File: src/rtl/up5bit_counter_dual_clock.sv
// Two independent 5-bit up-counters on one clock: channel 0 counts every clk0
// cycle, channel 1 counts synchronised rising edges of the asynchronous tick1.
module up5bit_counter_dual_clock (
  input  logic       clk0,
  input  logic       reset,
  input  logic       tick1,
  output logic [4:0] out0,
  output logic [4:0] out1,
  output logic       wrap0,
  output logic       wrap1
);

  logic r_s1;
  logic r_s2;
  logic r_s3;
  logic w_rise;

  // r_s3 holds the previous synchronised level, so a held-high tick1 yields one pulse.
  assign w_rise = r_s2 & ~r_s3;

  always_ff @(posedge clk0 or negedge reset) begin
    if (!reset) begin
      out0  <= '0;
      out1  <= '0;
      wrap0 <= 1'b0;
      wrap1 <= 1'b0;
      r_s1  <= 1'b0;
      r_s2  <= 1'b0;
      r_s3  <= 1'b0;
    end else begin
      r_s1  <= tick1;
      r_s2  <= r_s1;
      r_s3  <= r_s2;
      out0  <= out0 + 5'd1;
      wrap0 <= (out0 == 5'd31);
      if (w_rise) begin
        out1 <= out1 + 5'd1;
      end
      wrap1 <= w_rise && (out1 == 5'd31);
    end
  end

endmodule

File: config.mk
export PLATFORM = sky130hd
export DESIGN_NAME = up5bit_counter_dual_clock
export DESIGN_NICKNAME = d
export VERILOG_FILES = /design/src/rtl/up5bit_counter_dual_clock.sv
export SDC_FILE = /design/constraint.sdc
export NUM_CORES = 1
export LEC_CHECK = 0
export CAP_MARGIN = 0
export CORE_UTILIZATION = 45
export CTS_CLUSTER_SIZE = 8
export DETAILED_ROUTE_END_ITERATION = 16
export PLACE_DENSITY = 0.74
export SLEW_MARGIN = 20
export SYNTH_ARGS = -nofsm -noshare
export SYNTH_HDL_FRONTEND = slang
export SYNTH_SLANG_ARGS = --single-unit
export TNS_END_PERCENT = 50
File: constraint.sdc
create_clock -name clk0 -period 1.65 [get_ports clk0]
set_input_delay 0.165 -clock clk0 [delete_from_list [all_inputs] [get_ports clk0]]
set_output_delay 0.165 -clock clk0 [all_outputs]
set_load 0.01 [all_outputs]
---- After elaboration in Yosys (flattened, before gate mapping) ----
Cells that the tools add are included.
W data, S select, Z words.
storage, ports and cells
  output and inout bits ................... 12
  register bits after elaboration ......... 15
cells by class
  $add $sub $neg .......................... 2
  equal/unequal tests ..................... 2
  bitwise logic cells ..................... 2
  reduce and logical (&&, ||, !) cells .... 1
operator list
  cell                   number
  $add A5 B1 Y5 const B  2
  $eq A5 B5 Y1 const B   2
  $and A1 B1 Y1          1
  $logic_and A1 B1 Y1    1
  $not A1 Y1             1

---- Longest topological paths before layout ----
Gate-level depths: netlist of run 1.
  depth in word-level cells ............... 3
  gate-level depth with buffers ........... 4
  gate-level depth less buffers ........... 4

---- Worst setup path after synthesis of run 1 ----
Ideal clock, no wire load.
  path kind ............................... register to register
  start ................................... register out1[0]
  end ..................................... register out1[4]
  data arrival time ....................... 1.354 ns
  setup slack ............................. 0.171 ns
  required time ........................... 1.525 ns
  path buffers ............................ 0
  period minus slack after synthesis ...... 1.479 ns
  cell stages (with the launch flop) ...... 5
  cell sequence ........................... dfrtp_1 ha_1 and3_1 ha_1 mux2_4
between the ends
  word-level cells in the longest chain between the ends .. 1
RTL lines
  item                    RTL line  source
  start, declared         8         output logic [4:0] out1,
  start signal, assigned  37        out1 <= out1 + 5'd1;
  $add A5 B1 Y5           37
Every way passes these cells.
A chain may end at the register's enable or synchronous reset.

---- Final worst setup path of run 1 ----
Same ends and word-level chain as after synthesis.

==> metrics, run 1 <==
status finished, final reports clean; Critical-path top delay cell dfrtp_1; Final period util 91.1%; setup fix buffers added after clock tree synthesis 0; Slew HR 57.2%; routed vias/inst 4.77; global-route wire length before repair 1460 um; maxcap violations 0; synth unique cells 14; Hold Fails Final Rpt 0; Tmin final 1.50 ns; Synthesized Nets 42; cell repeated most along the worst path ha_1; clock latency on the worst-skew pair 0.27 ns; CP bufs+invs 0; CORE AREA 0.00116 mm^2; unrepaired setup endpoints after global routing false; fin nets 60; number of fill cells in the layout 85; Std-Cell Rows 12; Wirelength per Cell 12.8 um; Worst Path Arrival 1.67 ns; Gate power share 28.7%; R2R cell count 4; routability cong. 0.658; Final Max Slew Viols 0; CP top delay family adder cells; Setup WS pre-CTS 0.159 ns; Sw Share 30.0%; # diodes 0; total global routing overflow 0; Clk network pwr share 20.3%; worst hold slack 0.281 ns; most frequent cell after synthesis dfrtp_1; CP endpoint kind flop; Slew @ Worst Pin 0.640 ns; fraction of layout instances using a drive strength above 1 17.3%; sequential share of the synthesized area 64.2%; initial core utilization 50.5%; synthesized flop and latch total 15; hold crit path type in -> async; part of the power in registers 51.0%; DP Cell Count 62; leakage dissipation 0.362 nW; Worst-path clk slew 0.09 ns; Worst EP required 1.82 ns; CP peak stage delay 0.46 ns; Ys Warns 0; most common library cells after synthesis 15 x dfrtp_1, 4 x ha_1; post-synthesis instance total 35; clk buf depth 2; I/O Buffers 14; Setup Viol. Count Final 0; chip height 38.0 um; Synth area leaders dfrtp_1 64%, ha_1 8.6%, mux2_4 5.1%; worst-path maximum fanout 4; Pwr Density 1340 mW/mm^2; leading area contributor after synthesis dfrtp_1; Syn Area/Cell 16.7 um^2; Final HPWL DP 668 um; # clock sinks 15; post-route ant nets 0; die area 0.00145 mm^2; Worst path depth 4; Startpoint Class flop; setup ws final 0.147 ns; critical-path cell list ha_1, and3_1, ha_1, mux2_4; H-tree depth 1; final WL 847 um; Post-synth top flop dfrtp_1; Post-synth EDFFs 0; Fin Clk Skew 0.00106 ns; CTS tree yes; CTS Root Cell clkbuf_4; largest net degree at the start of global routing 16; total track usage 15.1%; Max VDD drop 0.000873 V; vias in the first global route 342; cell area after synthesis 584 um^2; drt first pass iters 2; Area growth syn-to-layout 30.2%; die span in x 38.0 um; DR iter-0 viols 1; drc violations 0; Setup CP Type reg -> reg; initial antenna violation count 0; Fmax achieved 665 MHz; IO Pins 15; CTS Buf Count 3; asr flop ratio synth 100%; Non-Filler Instances 66; Int Power 0.000716 W; Resized Gates After CTS 0; Via Count 315; hold buffers post-CTS 0; Net Switching 0.000306 W; top cell type's share of synthesized area 64.2%; total negative slack 0 ns
path summary, 6_finish.rpt:
path	end	start	slack [ns]
min in group clk0	r_s1$_DFF_PN0_	tick1	0.34
hold / removal	out1[4]$_DFFE_PN0P_	reset	0.28
max in group asynchronous	out1[3]$_DFFE_PN0P_	reset	0.96
setup reg to reg	out1[4]$_DFFE_PN0P_	out1[0]$_DFFE_PN0P_	0.15
hold reg to reg	r_s2$_DFF_PN0_	r_s1$_DFF_PN0_	0.36
setup / recovery	out1[4]$_DFFE_PN0P_	out1[0]$_DFFE_PN0P_	0.15
kinds of logic (layout without fill, tap and decap cells):
kind of cell	count (synthesis)	count (layout)	synth area share (%)
muxes	2	2	5.14
buffers and inverters	2	19	2.57
xor gates and xnor gates	5	5	8.78
adders and majority gates	4	4	8.57
DFF	15	15	64.2
and+or+nand+nor	7	7	10.7
sequential cells by signal, summed over array words and instances (netlist names):
signal	cells
r_s2	1
wrap1	1
out1	5
wrap0	1
r_s3	1
out0	5
r_s1	1
final cells by class:
type	instances	area, um^2	share of cell area (%)
Sequential cell	15	375	49.3
Multi-Input combinational cell	18	194	25.5
Timing Repair Buffer	14	140	18.4
Clock buffer	3	22.5	2.96
Tap cell	14	17.5	2.30
Clock inverter	1	7.51	0.987
Inverter	1	3.75	0.493
cells in the final DEF (no fill, tap or decap):
cell type	n
and2_1	1
and3_1	2
clkbuf_4	3
clkdlybuf4s50_1	14
clkinvlp_4	1
dfrtp_1	15
ha_1	4
inv_1	1
mux2_4	2
nand2_1	1
nand3_1	1
nand4_4	1
nor2b_4	1
xnor2_1	2
xnor2_2	1
xor2_1	2
worst reg2reg max path, delay by kind of cell (launching register included):
family | cells | cell delay, ns
fa+ha+maj | 2 | 0.50
flops | 1 | 0.46
mux | 1 | 0.25
simple gates | 1 | 0.18
power groups by stage:
| stage | sequential [W] | clock, W | combinational, W |
|---|---|---|---|
| floorplan | 0.000545 | 0 | 0.000121 |
| global placement | 0.000518 | 0 | 0.000288 |
| detailed placement | 0.000526 | 0 | 0.000297 |
| CTS | 0.000520 | 0.000214 | 0.000300 |
| global route | 0.000530 | 0.000232 | 0.000324 |
| finish | 0.000521 | 0.000207 | 0.000294 |
metrics by stage:
stage                     total power [W]  area [um^2]  utilization [%]
after floorplan                  0.000666          584                -
after global placement           0.000806          731             63.2
after detailed placement         0.000824          731             63.2
after CTS                         0.00103          761             65.8
after global routing              0.00109          761             65.8
final                             0.00102          761             65.8
layer usage:
metal / GRT usage [%] / wire, um
met2: 27.5 / 459
met1: 15.4 / 334
met4: 3.57 / 0
met3: 6.98 / 52
met5: 0 / 0
Power figures use the tool's default switching activity.
==> run 2: changes to the inputs <==
--- a/config.mk
+++ b/config.mk
@@ -5,7 +5,8 @@
 export SDC_FILE = /design/constraint.sdc
 export NUM_CORES = 1
 export LEC_CHECK = 0
-export CAP_MARGIN = 0
+export CAP_MARGIN = 20
+export CORE_MARGIN = 5
 export CORE_UTILIZATION = 45
 export CTS_CLUSTER_SIZE = 8
 export DETAILED_ROUTE_END_ITERATION = 16
==> run 2 against run 1 <==
Against the previous run:
- clock-buffer cell count is 1 higher
- cell count rose by 1.5%
- power decreased by 1.5%
- clock skew rose by 0.0041 ns
- core utilization is 6.0 points lower
- sequential power about the same
- largest cell class unchanged
==> metrics, run 2 (same netlist as run 1, synthesis figures left out) <==
Std-Cell Rows 13; Worst EP required 1.81 ns; Fmax achieved 673 MHz; post-route ant nets 0; initial core utilization 46.1%; Tmin final 1.49 ns; Wirelength per Cell 13.3 um; CTS Root Cell clkbuf_4; Startpoint Class flop; critical path startpoint out1[0]$_DFFE_PN0P_; maxcap violations 0; # diodes 0; drc violations 0; CP endpoint kind flop; critical-path cell list ha_1, and3_1, ha_1, mux2_4; # clock sinks 15; clock latency on the worst-skew pair 0.27 ns; initial antenna violation count 0; CP peak stage delay 0.45 ns; hold buffers post-CTS 0; routed vias/inst 4.81; Setup CP Type reg -> reg; fin nets 60; Max VDD drop 0.000593 V; Resized Gates After CTS 0; Non-Filler Instances 67; CTS tree yes; total global routing overflow 0; drt first pass iters 1; biggest regs out0 x5, out1 x5; Post-DP Area 732 um^2; final WL 894 um; FF-to-FF Start out1[0]$_DFFE_PN0P_; Critical-path top delay cell dfrtp_1; Final Cell Area 758 um^2; Fin Clk Skew 0.00521 ns; chip height 46.0 um; Via Count 322; status finished, final reports clean; unrepaired setup endpoints after global routing false; leakage dissipation 0.363 nW; DR iter-0 viols 0; number of fill cells in the layout 100; multi-input logic area 194 um^2; Setup Viol. Count Final 0; most frequent cells in the layout 15 x dfrtp_1, 14 x clkdlybuf4s50_1, 4 x ha_1, 3 x clkbuf_4; global-route wire length before repair 1650 um; CORE AREA 0.00127 mm^2; Final period util 90.1%; total track usage 11.0%; Slew HR 57.2%; setup fix buffers added after clock tree synthesis 0; Worst-path clk slew 0.08 ns; die span in x 46.0 um; clk buf depth 2; Worst Path Arrival 1.64 ns; worst-path maximum fanout 4; IO Pins 15; I/O Buffers 14; DP Cell Count 63; commonest non-fill, non-tap cell in the layout dfrtp_1; largest net degree at the start of global routing 16; Area growth syn-to-layout 29.8%; cell repeated most along the worst path ha_1; vias in the first global route 382; fraction of layout instances using a drive strength above 1 15.4%; die area 0.00212 mm^2; H-tree depth 1; Final Max Slew Viols 0; register area 375 um^2; Pwr Density 1330 mW/mm^2; Hold Fails Final Rpt 0; routability cong. 0.711; Slew @ Worst Pin 0.640 ns; CTS Buf Count 3; hold crit path type in -> async; total negative slack 0 ns
## run 2: cell count changes in the layout (fill, tap and decap cells not counted), sizes merged
cell,delta
clkbuf,+1
clkinvlp,-1
## run 2: stage by stage
stage          hold slack, ns  worst slack [ns]  power, W  utilization [%]
6_report                0.284             0.164   0.00101             59.8
5_1_grt                 0.324             0.104   0.00107             59.8
4_1_cts                 0.295             0.158   0.00102             59.8
3_5_place_dp            0.341             0.176  0.000820             57.7
3_3_place_gp            0.337             0.200  0.000811             57.7
2_1_floorplan          -0.131             0.171  0.000666                -
## run 2: power breakdown
group	internal, W	switching (W)	total [W]
sequential	0.000431	0.0000879	0.000519
combinational	0.000192	0.0000989	0.000291
clock	0.0000935	0.000103	0.000197
## run 2: area by class of cell
cell class	instances	area share, %
clock buffers	4	3.47
inverters	1	0.495
well taps	15	2.48
multi-input cells	18	25.6
flip-flops and latches	15	49.5
repair buffers	14	18.5
## run 2: path summary, 6_finish.rpt
kind / endpoint / slack [ns] / cells after the start
min in group clk0: r_s1$_DFF_PN0_ / 0.33 / 1
hold / removal: out0[3]$_DFF_PN0_ / 0.28 / 1
max in group asynchronous: r_s3$_DFF_PN0_ / 0.95 / 1
hold reg to reg: r_s2$_DFF_PN0_ / 0.35 / 0
setup / recovery: out1[4]$_DFFE_PN0P_ / 0.16 / 4
setup reg to reg: out1[4]$_DFFE_PN0P_ / 0.16 / 4
## run 2: critical path, delay by kind of cell (launching register included)
family / cells / cell delay [ns]
fa+ha+maj: 2 / 0.49
flops: 1 / 0.45
mux: 1 / 0.25
simple gates: 1 / 0.18
## run 2: layer usage
layer	vias to the layer above	GRT usage (%)	part of all wire [%]	routed length (um)
met2	12	15.9	45	405
met1	160	14.9	47	420
met5	-	0	0	0
li1	148	-	-	-
met4	0	5.11	0.45	4
met3	2	3.56	7.2	64
